`src/rtl/song_tutor_ctrl_pkg.sv`:
```
// Shared definitions for the piano tutor lesson sequencer: note codes, LED decode, FSM states, sizes.
// Pure declarations; no logic and no latency.
package song_tutor_ctrl_pkg;

   localparam int NUM_SONGS       = 4;
   localparam int MAX_STEPS       = 32;
   localparam int IDX_W           = $clog2(MAX_STEPS);
   localparam int SONG_W          = 2;
   localparam int ERR_W           = 8;
   localparam int DEF_HINT_CYCLES = 100_000_000;

   typedef logic [3:0] note_t;

   localparam note_t NOTE_C4   = 4'h0;
   localparam note_t NOTE_D    = 4'h1;
   localparam note_t NOTE_E    = 4'h2;
   localparam note_t NOTE_F    = 4'h3;
   localparam note_t NOTE_G    = 4'h4;
   localparam note_t NOTE_A    = 4'h5;
   localparam note_t NOTE_B    = 4'h6;
   localparam note_t NOTE_C5   = 4'h7;
   localparam note_t NOTE_NONE = 4'hE;
   localparam note_t NOTE_END  = 4'hF;

   typedef enum logic [2:0] {
      ST_IDLE,
      ST_FETCH,
      ST_WAIT_PRESS,
      ST_WAIT_RELEASE,
      ST_DONE
   } state_t;

   // One LED per key of the C4..C5 octave; anything else is dark.
   function automatic logic [7:0] note_to_led(input note_t n);
      logic [7:0] led;
      led = 8'h00;
      if (n <= NOTE_C5) led = 8'h01 << n;
      return led;
   endfunction

endpackage

```
`src/rtl/song_tutor_ctrl_if.sv`:
```
// Lesson control/status bundle between the key decoder / LED bank side and the tutor sequencer.
// Plain wires; no latency and no flow control.
interface song_tutor_ctrl_if;
   import song_tutor_ctrl_pkg::*;

   logic [SONG_W-1:0] song_sel;
   logic              start;
   logic              abort;
   note_t             note;
   logic [7:0]        Led;
   logic [IDX_W-1:0]  step;
   logic              busy;
   logic              done;
   logic [ERR_W-1:0]  errors;
   logic              hint;

   modport master (
      output song_sel, start, abort, note,
      input  Led, step, busy, done, errors, hint
   );

   modport slave (
      input  song_sel, start, abort, note,
      output Led, step, busy, done, errors, hint
   );

endinterface

```
`src/rtl/song_tutor_ctrl_rom.sv`:
```
// Melody table: {song, idx} -> note code, registered (1-cycle read latency), always ready.
// Unused entries and songs beyond NUM_SONGS read NOTE_END.
module tutor_song_rom
   import song_tutor_ctrl_pkg::*;
(
   input  logic              CLK,
   input  logic [SONG_W-1:0] i_song,
   input  logic [IDX_W-1:0]  i_idx,
   output note_t             o_note
);

   note_t r_note;

   function automatic note_t song_note(input logic [SONG_W-1:0] s, input logic [IDX_W-1:0] i);
      note_t n;
      n = NOTE_END;
      if (int'(s) < NUM_SONGS) begin
         case (s)
            2'd0: begin
               // Ode to Joy
               case (i)
                  5'd0, 5'd1, 5'd6, 5'd11, 5'd12: n = NOTE_E;
                  5'd2, 5'd5:                     n = NOTE_F;
                  5'd3, 5'd4:                     n = NOTE_G;
                  5'd7, 5'd10, 5'd13, 5'd14:      n = NOTE_D;
                  5'd8, 5'd9:                     n = NOTE_C4;
                  default:                        n = NOTE_END;
               endcase
            end
            2'd1: begin
               case (i)
                  5'd0:    n = NOTE_C4;
                  5'd1:    n = NOTE_D;
                  5'd2:    n = NOTE_E;
                  5'd3:    n = NOTE_F;
                  5'd4:    n = NOTE_G;
                  default: n = NOTE_END;
               endcase
            end
            2'd2: begin
               case (i)
                  5'd0, 5'd1, 5'd4: n = NOTE_G;
                  5'd2, 5'd3:       n = NOTE_A;
                  default:          n = NOTE_END;
               endcase
            end
            default: n = NOTE_END;
         endcase
      end
      return n;
   endfunction

   always_ff @(posedge CLK) begin
      r_note <= song_note(i_song, i_idx);
   end

   assign o_note = r_note;

endmodule

```
`src/rtl/song_tutor_ctrl.sv`:
```
// Piano lesson sequencer: all outputs registered, one FETCH cycle per note, no backpressure.
// TUTOR_STRICT_EN: a wrong press restarts the song from step 0 (errors keep counting).
module song_tutor_ctrl
   import song_tutor_ctrl_pkg::*;
#(
   parameter int HINT_CYCLES = DEF_HINT_CYCLES
) (
   input  logic             CLK,
   input  logic             RESET,
   song_tutor_ctrl_if.slave bus
);

   localparam int HINT_W = $clog2(HINT_CYCLES + 1);

   state_t            r_state, w_state_nxt;
   logic [SONG_W-1:0] r_song, w_song_nxt;
   logic [IDX_W-1:0]  r_step, w_step_nxt;
   note_t             r_target, w_target_nxt;
   note_t             r_prev_note;
   note_t             w_rom_note;
   logic [7:0]        r_led, w_led_nxt;
   logic [ERR_W-1:0]  r_errors, w_errors_nxt;
   logic [HINT_W-1:0] r_hint_cnt, w_hint_cnt_nxt;
   logic              r_hint, w_hint_nxt;
   logic              r_busy, w_busy_nxt;
   logic              r_done, w_done_nxt;
   logic              w_wrong_press;
   logic              w_stay_wait;

   // Address from next-state values so the registered ROM data is valid during FETCH.
   tutor_song_rom u_rom (
      .CLK    (CLK),
      .i_song (w_song_nxt),
      .i_idx  (w_step_nxt),
      .o_note (w_rom_note)
   );

   always_ff @(posedge CLK or posedge RESET) begin
      if (RESET) r_state <= ST_IDLE;
      else       r_state <= w_state_nxt;
   end

   always_comb begin
      w_state_nxt    = r_state;
      w_song_nxt     = r_song;
      w_step_nxt     = r_step;
      w_target_nxt   = r_target;
      w_led_nxt      = r_led;
      w_errors_nxt   = r_errors;
      w_hint_cnt_nxt = '0;
      w_hint_nxt     = 1'b0;
      w_stay_wait    = 1'b0;

      // Only a NONE -> wrong-key edge counts, so holding a wrong key is one error.
      w_wrong_press = (r_state == ST_WAIT_PRESS) && (r_prev_note == NOTE_NONE) &&
                      (bus.note != NOTE_NONE) && (bus.note != r_target);

      if (bus.abort) begin
         w_state_nxt = ST_IDLE;
         w_step_nxt  = '0;
         w_led_nxt   = 8'h00;
      end else begin
         case (r_state)
            ST_IDLE, ST_DONE: begin
               if (bus.start) begin
                  w_song_nxt   = bus.song_sel;
                  w_step_nxt   = '0;
                  w_errors_nxt = '0;
                  w_led_nxt    = 8'h00;
                  w_state_nxt  = ST_FETCH;
               end
            end
            ST_FETCH: begin
               if (w_rom_note == NOTE_END) begin
                  w_state_nxt = ST_DONE;
                  w_led_nxt   = 8'hFF;
               end else begin
                  w_target_nxt = w_rom_note;
                  w_led_nxt    = note_to_led(w_rom_note);
                  w_state_nxt  = ST_WAIT_PRESS;
               end
            end
            ST_WAIT_PRESS: begin
               if (bus.note == r_target) begin
                  w_state_nxt = ST_WAIT_RELEASE;
               end else if (w_wrong_press) begin
                  if (r_errors != '1) w_errors_nxt = r_errors + 1'b1;
`ifdef TUTOR_STRICT_EN
                  w_step_nxt  = '0;
                  w_state_nxt = ST_FETCH;
`endif
               end
            end
            ST_WAIT_RELEASE: begin
               if (bus.note == NOTE_NONE) begin
                  if (r_step == IDX_W'(MAX_STEPS - 1)) begin
                     w_state_nxt = ST_DONE;
                     w_led_nxt   = 8'hFF;
                  end else begin
                     w_step_nxt  = r_step + 1'b1;
                     w_state_nxt = ST_FETCH;
                  end
               end
            end
            default: begin
               w_state_nxt = ST_IDLE;
               w_step_nxt  = '0;
               w_led_nxt   = 8'h00;
            end
         endcase
      end

      // Hint timer restarts whenever WAIT_PRESS is entered or left.
      w_stay_wait = (r_state == ST_WAIT_PRESS) && (w_state_nxt == ST_WAIT_PRESS);
      if (w_stay_wait) begin
         w_hint_cnt_nxt = (r_hint_cnt != HINT_W'(HINT_CYCLES)) ? r_hint_cnt + 1'b1 : r_hint_cnt;
         w_hint_nxt     = r_hint || (r_hint_cnt == HINT_W'(HINT_CYCLES - 1));
      end

      w_busy_nxt = (w_state_nxt == ST_FETCH) || (w_state_nxt == ST_WAIT_PRESS) ||
                   (w_state_nxt == ST_WAIT_RELEASE);
      w_done_nxt = (w_state_nxt == ST_DONE) && (r_state != ST_DONE);
   end

   always_ff @(posedge CLK or posedge RESET) begin
      if (RESET) begin
         r_song      <= '0;
         r_step      <= '0;
         r_target    <= NOTE_NONE;
         r_prev_note <= NOTE_NONE;
         r_led       <= 8'h00;
         r_errors    <= '0;
         r_hint_cnt  <= '0;
         r_hint      <= 1'b0;
         r_busy      <= 1'b0;
         r_done      <= 1'b0;
      end else begin
         r_song      <= w_song_nxt;
         r_step      <= w_step_nxt;
         r_target    <= w_target_nxt;
         r_prev_note <= bus.note;
         r_led       <= w_led_nxt;
         r_errors    <= w_errors_nxt;
         r_hint_cnt  <= w_hint_cnt_nxt;
         r_hint      <= w_hint_nxt;
         r_busy      <= w_busy_nxt;
         r_done      <= w_done_nxt;
      end
   end

   assign bus.Led    = r_led;
   assign bus.step   = r_step;
   assign bus.busy   = r_busy;
   assign bus.done   = r_done;
   assign bus.errors = r_errors;
   assign bus.hint   = r_hint;

endmodule

```
`src/flat_wrapper.sv`:
```
// flat-port wrapper written by rule: the top's interface ports become plain ports
module song_tutor_ctrl_flat import song_tutor_ctrl_pkg::*;
#(
   parameter int HINT_CYCLES = DEF_HINT_CYCLES
)
  (CLK, RESET, bus_song_sel, bus_start, bus_abort, bus_note, bus_Led, bus_step, bus_busy, bus_done, bus_errors, bus_hint);
  song_tutor_ctrl_if bus_i ();
  input  logic CLK;
  input  logic RESET;
  input wire logic [$bits(bus_i.song_sel)-1:0] bus_song_sel;
  input wire logic [$bits(bus_i.start)-1:0] bus_start;
  input wire logic [$bits(bus_i.abort)-1:0] bus_abort;
  input wire logic [$bits(bus_i.note)-1:0] bus_note;
  output wire logic [$bits(bus_i.Led)-1:0] bus_Led;
  output wire logic [$bits(bus_i.step)-1:0] bus_step;
  output wire logic [$bits(bus_i.busy)-1:0] bus_busy;
  output wire logic [$bits(bus_i.done)-1:0] bus_done;
  output wire logic [$bits(bus_i.errors)-1:0] bus_errors;
  output wire logic [$bits(bus_i.hint)-1:0] bus_hint;
  assign bus_i.song_sel = bus_song_sel;
  assign bus_i.start = bus_start;
  assign bus_i.abort = bus_abort;
  assign bus_i.note = bus_note;
  assign bus_Led = bus_i.Led;
  assign bus_step = bus_i.step;
  assign bus_busy = bus_i.busy;
  assign bus_done = bus_i.done;
  assign bus_errors = bus_i.errors;
  assign bus_hint = bus_i.hint;
  song_tutor_ctrl #(.HINT_CYCLES(HINT_CYCLES)) u_core (.CLK(CLK), .RESET(RESET), .bus(bus_i));
endmodule
```
`config.mk`:
```
export PLATFORM = sky130hd
export DESIGN_NAME = song_tutor_ctrl_flat
export DESIGN_NICKNAME = d
export VERILOG_FILES = /design/src/rtl/song_tutor_ctrl_pkg.sv /design/src/rtl/song_tutor_ctrl_if.sv /design/src/rtl/song_tutor_ctrl_rom.sv /design/src/rtl/song_tutor_ctrl.sv /design/src/flat_wrapper.sv
export SDC_FILE = /design/constraint.sdc
export NUM_CORES = 1
export LEC_CHECK = 0
export ABC_CLOCK_PERIOD_IN_PS = 2800
export CORE_ASPECT_RATIO = 1.2
export CORE_MARGIN = 2
export CORE_UTILIZATION = 40
export DETAILED_ROUTE_END_ITERATION = 10
export GPL_ROUTABILITY_DRIVEN = 1
export SETUP_SLACK_MARGIN = 0.15
export SLEW_MARGIN = 30
export SYNTH_ARGS = -nofsm -noshare
export SYNTH_HDL_FRONTEND = slang
export SYNTH_HIERARCHICAL = 1
export SYNTH_SLANG_ARGS = --single-unit
```
`constraint.sdc`:
```
create_clock -name CLK -period 2.8 [get_ports CLK]
set_input_delay 0.42 -clock CLK [delete_from_list [all_inputs] [get_ports CLK]]
set_output_delay 0.42 -clock CLK [all_outputs]
set_load 0.02 [all_outputs]
```
# [After elaboration in Yosys (flattened, before gate mapping)]
# Memories as Yosys holds them, arrays and structs flattened.
# Cells that the tools add are included.
[op_classes] add_sub_neg=3 eq_ne=34 mul=0 shifts=1 n_lt_le_gt_ge=1 div_mod_pow=0 reduce_logical=19 bitwise_logic=2 n_mux=33
[op_table] op="$mux W8" n=9
[op_table] op="$mux W27" n=2
[op_table] op="$pmux W8 S4" n=1
[op_table] op="$add A27 B1 Y27 const B" n=1
[op_table] op="$eq A27 B27 Y1 const B" n=1
[op_table] op="$ne A27 B27 Y1 const B" n=1
[op_table] op="$mux W5" n=4
[op_table] op="$pmux W4 S5" n=1
[op_table] op="$mux W3" n=6
[op_table] op="$pmux W8 S2" n=1
[op_table] op="$pmux W5 S3" n=1
[op_table] op="$eq A3 B2 Y1 const B" n=4
[op_table] op="$eq A4 B4 Y1 const B" n=3
[op_table] op="$pmux W3 S4" n=1
[op_table] op="$pmux W4 S3" n=1
[op_table] op="$eq A5 B2 Y1 const B" n=2
[op_table] op="$ne A2 B2 Y1 const B" n=5
[op_table] op="$add A8 B1 Y8 const B" n=1
[op_table] op="$ne A8 B8 Y1 const B" n=1
[op_table] op="$pmux W4 S2" n=1
[op_table] op="$shl A1 B4 Y8 const A" n=1
[op_table] op="$eq A3 B1 Y1 const B" n=2
[op_table] op="$eq A3 B3 Y1 const B" n=2
[op_table] op="$mux W2" n=3
[op_table] op="other kinds (27)" n=38
[totals] mem_count=1 rom_bits=64 reg_bits=68 output_inout_bits=24 latch_bits=0 ram_bits=0
[mem_list] name="(no name shown)" depth=16 word_bits=4 read_ports=1 rd_clocked_by_memory_dff=0 write_ports=0 line="song_tutor_ctrl_rom.sv:21" text="case (i)"

# [Depth between registers and ports, before layout]
# Gate-level depths: netlist of the first run.
[logic_depth] word_depth=9 ltp_mapped=12

# [Cells and area by module]
# Netlist of the first run, hierarchy kept.
[modules_own_cells] module="song_tutor_ctrl" area_per_inst_um2=3270.6 cells_each=344 instances=1
[modules_own_cells] module="tutor_song_rom" area_per_inst_um2=386.6 cells_each=51 instances=1

# [Least setup slack after synthesis of the first run]
# OpenSTA, ideal clock, no wires.
[synth_timing] path_type="reg2reg" startpoint="reg u_core.r_step[0], in the netlist u_core/bus.step[0]" endpoint="reg u_core.u_rom.r_note[1], in the netlist u_core/u_rom/o_note[1]" required_time_ps=2730 synth_period_minus_slack_ps=2754 setup_slack_ps=46 path_buffers=0 t_arrival_ps=2684 path_stages_with_launch=13 setup_ps=70 cell_sequence="dfrtp_1 > ha_1 > and4_1 > nor2_1 > o221ai_1 > a21oi_1 > nor2_1 > inv_1 > ha_1 > or4_4 > nand4_2 > a31oi_1 > a21oi_1"
[synth_between] elab_chain_cells=9 word_cells_on_any_way=19 classes_between="add/sub: 1; eq/ne: 5; mux: 9; reduce/logical: 3; memory: 1"
[synth_rtl] element="start, declared" line="song_tutor_ctrl.sv:17" text="logic [IDX_W-1:0] r_step, w_step_nxt;"
[synth_rtl] element="start signal, assigned" line="song_tutor_ctrl.sv:139" text="r_step <= w_step_nxt;"
[synth_rtl] element="$add A5 B1 Y5 / $eq A5 B5 Y1 (equally long branches)" line="song_tutor_ctrl.sv:100, song_tutor_ctrl.sv:96"
[synth_rtl] element="$mux W5" line="song_tutor_ctrl.sv:96" text="if (r_step == IDX_W'(MAX_STEPS - 1)) begin"
[synth_rtl] element="$mux W5" line="song_tutor_ctrl.sv:95" text="if (bus.note == NOTE_NONE) begin"
[synth_rtl] element="$pmux W5 S3 *" line="song_tutor_ctrl.sv:63" text="case (r_state)"
[synth_rtl] element="$mux W5 *" line="song_tutor_ctrl.sv:58" text="if (bus.abort) begin"
[synth_rtl] element="net u_core.w_step_nxt[0]" line="song_tutor_ctrl.sv:17"
[synth_rtl] element="parallel branches: the longest is 3 deep, another holds $mem_v2 Z16 W4"
[synth_rtl] element="$pmux W4 S3 *" line="song_tutor_ctrl_rom.sv:18" text="case (s)"
[synth_rtl] element="end signal, assigned" line="song_tutor_ctrl_rom.sv:54" text="r_note <= song_note(i_song, i_idx);"
[synth_rtl] element="end, declared" line="song_tutor_ctrl_rom.sv:12" text="note_t r_note;"
# Mark *: on every way through the listed nets, which the timed path passes.
# A chain may end at the register's enable or synchronous reset.

# [Final worst setup path of the first run]
[layout_timing] startpoint="reg u_core.r_step[1], in the netlist u_core/bus.step[1]" endpoint="reg u_core.u_rom.r_note[1], in the netlist u_core/u_rom/o_note[1]"
[layout_between] elab_chain_cells=9 word_cells_on_any_way=19 classes_between="add/sub: 1; eq/ne: 5; mux: 9; reduce/logical: 3; memory: 1"
[layout_rtl] element="$eq A5 B5 Y1 *" line="song_tutor_ctrl.sv:96"
[layout_rtl] element="$mux W5 *" line="song_tutor_ctrl.sv:96"
[layout_rtl] element="$mux W5 *" line="song_tutor_ctrl.sv:95"
[layout_rtl] element="$pmux W5 S3 *" line="song_tutor_ctrl.sv:63"
[layout_rtl] element="$mux W5 *" line="song_tutor_ctrl.sv:58"
[layout_rtl] element="net u_core.w_step_nxt[0]" line="song_tutor_ctrl.sv:17"
[layout_rtl] element="parallel branches: the longest is 3 deep, another holds $mem_v2 Z16 W4"
[layout_rtl] element="$pmux W4 S3 *" line="song_tutor_ctrl_rom.sv:18"
# Marks and branches as above.

==> reports/metrics.yaml, run 1 <==
outcome: "completed"
period_minus_slack_ns: 2.63
skew_ns: 0.00887
setup_viol: 0
hold_path.class: "input pin to flip-flop"
max_stage_delay_ns: 0.57
antenna_found_initial: 0
fin_area_sq_um: 4670
crit_fanout: 4
hold_viol_final: 0
place.gp.congestion: 0.867
fp.dieH_um: 109
cp-start-kind: "flip-flop"
synth_common_cells: "dfrtp_1, nor2_1, nand2_1"
vias: 3110
critPathKind: "flip-flop to flip-flop"
hpwl_um: 5920
maxSlewViolCount: 0
crit_end: "u_core/u_rom/o_note[1]"
synth.area.top_cells: "dfrtp_1, nor2_1, xor2_1, dfstp_2, nand2_1"
design.portCount: 34
yosys_warnings: 6
nets: 474
cts.sinks: 68
crit_required_ns: 3.07
cts_tree: "yes"
clk_pin_slew_ns: 0.07
rsz0062_at_grt: "true"
grt_start_max_net_pins: 29
rr_worst_depth: 12
drt-total-wl_um: 8400
start_util: 0.407
num_rows: 38
seq_area_frac_synth: 0.462
io_buffers: 33
grt_pass1_wl_um: 14000
vdd_ir_drop_max_mv: 0.300
grt_pass1_vias: 3035
numCtsBuffers: 9
fmax_mhz: 380
dp_slack_ns: -0.229
r2r_end: "u_core/u_rom/o_note[1]"
synthMostInstantiatedCell: "dfrtp_1"
r2r_setup_slack_ns: 0.17
tightest_slew_ns: 0.653
yosysTopAreaCell: "dfrtp_1"
postLayoutCoreUtil: 0.519
async_flop_share: 0.941
area_growth_pct: 27.6
syn-num-nets: 413
wire_per_inst_um: 14.5
hp-start: "bus_note[0]"
critPathLaunch: "u_core/bus.step[1]"
die_width_um: 91.3
die_area_sq_um: 9930
synth_cell_type_count: 53
cp_cell_sequence: "ha_4 > and4_4 > nor2_4 > o221ai_4 > a21oi_2 > nor2_4 > buf_6 > ha_4 > or4_4 > nand4_4 > a31oi_2 > a21oi_1"
whs_ns: 0.334
p_leak_nw: 1.90
synth-edff-count: 0
synth-main-ff-cell: "dfrtp_1"
synthesis.area_sq_um: 3660
design.core.area_sq_um: 8990
clkLatencyLatePin_ns: 0.34
drt_pass1_iterations: 4
clockRootBuffer: "clkbuf_8"
drive_gt1_frac: 0.191
fin_ws_ns: 0.171
cpMaxStageDelayCell: "or4_4"
diodes: 0
fin_crit_sh: 0.939
netlist.area_leader.share: 0.397
cp-end-kind: "flip-flop"
cts_max_level: 3
powerDensity_nw_per_um2: 490
place_area_sq_um: 4310
max-cap-violations: 0
routed_via_density: 5.35
overflow: 0
avgSynthCellArea_sq_um: 9.26
cts_buffer_depth: 2
syn_inst: 395
ys_ff_latch: 68
gr-usage-all-layers: 0.176
r2r_start: "u_core/bus.step[1]"
relSlewSlack: 0.565
drcViolationCount: 0
arrival_ns: 2.90
drt-initial-drc-count: 114
ant_nets: 0
[logic make-up (layout without fill, tap and decap cells)]
logic type | count (synthesis) | in the layout | share of synthesized area
XOR/XNOR | 31 | 31 | 0.0742
AND/OR/NAND/NOR | 187 | 187 | 0.274
buffers and inverters | 27 | 93 | 0.0308
adder cells (fa/ha/maj) | 8 | 8 | 0.0274
AO/OA/AOI/OAI | 69 | 69 | 0.116
flip-flops | 68 | 68 | 0.462
multiplexers | 5 | 5 | 0.0151
[flip-flops by register name, summed over array words and instances (netlist names)]
register / count
u_core/bus.done: 1
u_core/bus.step: 5
u_core/r_prev_note: 4
u_core/r_state: 3
u_core/r_song: 2
u_core/r_target: 4
u_core/bus.hint: 1
u_core/u_rom/o_note: 4
u_core/r_hint_cnt: 27
u_core/bus.errors: 8
u_core/bus.busy: 1
u_core/bus.Led: 8
[report_power, final]
group          leakage (nW)  switching (W)  total, W  internal, W
combinational         0.911       0.000169  0.000335     0.000167
clock                0.0947       0.000364  0.000801     0.000437
sequential            0.893      0.0000903   0.00115      0.00106
[critical path, delay by kind of cell (launching register included)]
family / cells / cell delay (ns)
simple gates: 5 / 1.12
fa+ha+maj: 2 / 0.32
buf+inv: 1 / 0.13
compound gates: 4 / 0.55
flops: 1 / 0.43
[cell type report]
cell class,count,area (sq um)
sequential,68,1690
clock inverter,2,35.0
fill,797,4320
inverter,8,30.0
multi-input combinational,300,1960
tap,120,150
timing repair buffer,69,643
clock buffer,14,153
[routing by layer]
layer	up-vias	wire, um	track usage
li1	1527	-	-
met1	1520	3770	0.208
met2	47	4260	0.312
met3	16	180	0.0283
met4	0	199	0.0887
met5	-	0	0
[what timing repair did]
item                                    CTS  global route
gates resized for setup                   6            23
hold buffers                              0             0
pin swaps                                 1            11
setup buffers                             3             3
endpoints found under the setup margin    4             4
[through the flow]
step           total power, W  cells  TNS (ns)
2_1_floorplan         0.00137    395         0
6_report              0.00229    581         0
3_3_place_gp          0.00148    559    -0.224
5_1_grt               0.00241    581         0
4_1_cts               0.00230    578         0
3_5_place_dp          0.00149    559    -0.764
[layout by cell type (no fill, tap or decap), types with 6 or more instances in the layout]
cell type	instances
dfstp_2	6
and3_1	7
nand3_1	22
nand2b_1	7
buf_4	32
o21ai_0	18
a31oi_1	7
a21oi_1	21
xor2_1	20
or4_1	6
clkbuf_8	10
nor2_1	47
dfrtp_1	55
nor4_1	7
nor3_1	9
nand2_1	36
or3_1	8
xnor2_1	11
nand4_1	8
clkdlybuf4s50_1	29
[worst min-delay path by stage]
stage,to,cells past startpoint
finish,u_core/r_prev_note[0],2
global route,u_core/r_prev_note[2],2
CTS,u_core/r_state[2],2
detailed placement,u_core/bus.Led[6],2
global placement,u_core/bus.Led[0],1
floorplan,u_core/r_prev_note[1],0
(Power assumes the default switching activity.)
==> run 2: changes to the inputs <==
--- a/config.mk
+++ b/config.mk
@@ -11,6 +11,7 @@
 export CORE_UTILIZATION = 40
 export DETAILED_ROUTE_END_ITERATION = 10
 export GPL_ROUTABILITY_DRIVEN = 1
+export RECOVER_POWER = 25
 export SETUP_SLACK_MARGIN = 0.15
 export SLEW_MARGIN = 30
 export SYNTH_ARGS = -nofsm -noshare
==> run 2 against run 1 <==
  * Hold slack improved by 0.022 ns
  * Register-to-register slack about the same
  * Clock-buffer cell count unchanged
  * Cell area fell by 0.64%
  * Combinational power shrank 1%
  * Clock power about the same
  * First-iteration DRC count up 11%
  * Sequential cell count stayed put
  * Critical path depth unchanged
  * Maximum frequency about the same
  * Critical path type unchanged
  * Largest power group unchanged
==> reports/metrics.yaml, run 2 (synthesized netlist as in run 1, its figures left out) <==
area_growth_pct: 26.8
die_area_sq_um: 9930  # unchanged
drt_pass1_iterations: 4  # unchanged
start_util: 0.407  # unchanged
fin_crit_sh: 0.939  # about the same
maxSlewViolCount: 0  # unchanged
max-cap-violations: 0  # unchanged
cts_buffer_depth: 2  # unchanged
tightest_slew_ns: 0.802  # +0.150 ns
cp_cell_sequence: "ha_4 > and4_4 > nor2_4 > o221ai_4 > a21oi_2 > nor2_4 > buf_6 > ha_4 > or4_4 > nand4_4 > a31oi_2 > a21oi_1"
design.core.area_sq_um: 8990  # unchanged
path_buf_inv: 1  # unchanged
r2r_setup_slack_ns: 0.17  # about the same
mostFrequentLayoutCells: "dfrtp_1, nor2_1, nand2_1"
skew_ns: 0.00898  # +0.000107 ns
largest_reg_flops: 27  # unchanged
routed_via_density: 5.36  # +0.16%
clockRootBuffer: "clkbuf_8"
vdd_ir_drop_max_mv: 0.300  # +0.11%
setup_viol: 0  # unchanged
ant_nets: 0  # unchanged
period_minus_slack_ns: 2.63  # +0.000658 ns
io_buffers: 33  # unchanged
dp_slack_ns: -0.229  # unchanged
grt_pass1_wl_um: 14000  # unchanged
hold_path.class: "input pin to flip-flop"
overflow: 0  # unchanged
cpMaxStageDelayCell: "or4_4"
design.portCount: 34  # unchanged
crit_required_ns: 3.07  # about the same
p_leak_nw: 1.88  # -0.97%
cts.sinks: 68  # unchanged
drcViolationCount: 0  # unchanged
cts_max_level: 3  # unchanged
crit_family: "simple AND/OR/NAND/NOR gates"
antenna_found_initial: 0  # unchanged
hpwl_um: 5920  # unchanged
hold_viol_final: 0  # unchanged
die_width_um: 91.3  # unchanged
worstHoldPathCells: 2  # unchanged
grt_pass1_vias: 3035  # unchanged
outcome: "completed"
crit_fanout: 4  # unchanged
drt-total-wl_um: 8430  # +0.32%
gr-usage-all-layers: 0.176  # unchanged
regMostFlops: "u_core/r_hint_cnt"
critPathKind: "flip-flop to flip-flop"
vias: 3115  # +0.16%
rsz0062_at_grt: "true"
arrival_ns: 2.90  # about the same
drt-initial-drc-count: 127  # +11%
fmax_mhz: 380  # about the same
fin_ws_ns: 0.170  # -0.000658 ns
clkLatencyLatePin_ns: 0.34  # about the same
diodes: 0  # unchanged
drive_gt1_frac: 0.180  # -0.0108
wire_per_inst_um: 14.5  # +0.32%
cts_tree: "yes"
grt_start_max_net_pins: 29  # unchanged
place.gp.congestion: 0.867  # unchanged
fp.dieH_um: 109  # unchanged
cp-end-kind: "flip-flop"
numCtsBuffers: 9  # unchanged
final_common_cell: "dfrtp_1"
nets: 474  # unchanged
relSlewSlack: 0.464  # -0.100
powerDensity_nw_per_um2: 491  # +0.32%
cp-start-kind: "flip-flop"
num_rows: 38  # unchanged
fin_setup_tns_ns: 0  # unchanged
crit_cells: 12  # unchanged
rr_worst_depth: 12  # unchanged
clk_pin_slew_ns: 0.07  # about the same
max_stage_delay_ns: 0.57  # about the same
run 2: cell type report:
| cell class | instances | area (sq um) |
|---|---|---|
| Fill cell | 804 | 4350 |
| Multi-Input combinational cell | 300 | 1960 |
| Sequential cell | 68 | 1690 |
| Timing Repair Buffer | 69 | 613 |
| Clock buffer | 14 | 153 |
| Tap cell | 120 | 150 |
| Clock inverter | 2 | 35.0 |
| Inverter | 8 | 30.0 |
run 2: path summary, 6_finish.rpt:
kind                                     from                     end
min                               bus_note[3]   u_core/r_prev_note[3]
min in group asynchronous               RESET    u_core/bus.errors[5]
min reg2reg                 u_core/bus.Led[6]       u_core/bus.Led[6]
max reg2reg                u_core/bus.step[1]  u_core/u_rom/o_note[1]
max in group asynchronous               RESET      u_core/bus.step[1]
max                        u_core/bus.step[1]  u_core/u_rom/o_note[1]
run 2: power breakdown:
part           switching (W)  internal (W)  leakage, nW  total (W)
Combinational       0.000168      0.000162        0.893   0.000330
Sequential         0.0000906       0.00106        0.893    0.00115
Clock               0.000362      0.000437       0.0947   0.000799
run 2: what timing repair did:
action,4_1_cts,5_1_grt
pin swaps,1,11
resized for setup,6,23
setup endpoints to repair,4,4
hold buffers,0,0
setup buffers,3,3
run 2: metal layers:
metal,vias to the layer above,track usage,wire (um)
met1,1521,0.208,3780
met5,-,0,0
met2,52,0.312,4270
met4,0,0.0887,199
met3,16,0.0283,181
li1,1526,-,-
run 2: stage by stage:
| stage | power, W | hold WS, ns | instance area, sq um | instances | utilization |
|---|---|---|---|---|---|
| finish | 0.00228 | 0.356 | 4640 | 581 | 0.516 |
| global route | 0.00240 | 0.353 | 4640 | 581 | 0.516 |
| CTS | 0.00230 | 0.428 | 4540 | 578 | 0.505 |
| detailed placement | 0.00149 | 0.474 | 4310 | 559 | 0.480 |
| global placement | 0.00148 | 0.466 | 4310 | 559 | 0.480 |
| floorplan | 0.00137 | 0.424 | 3660 | 395 | - |
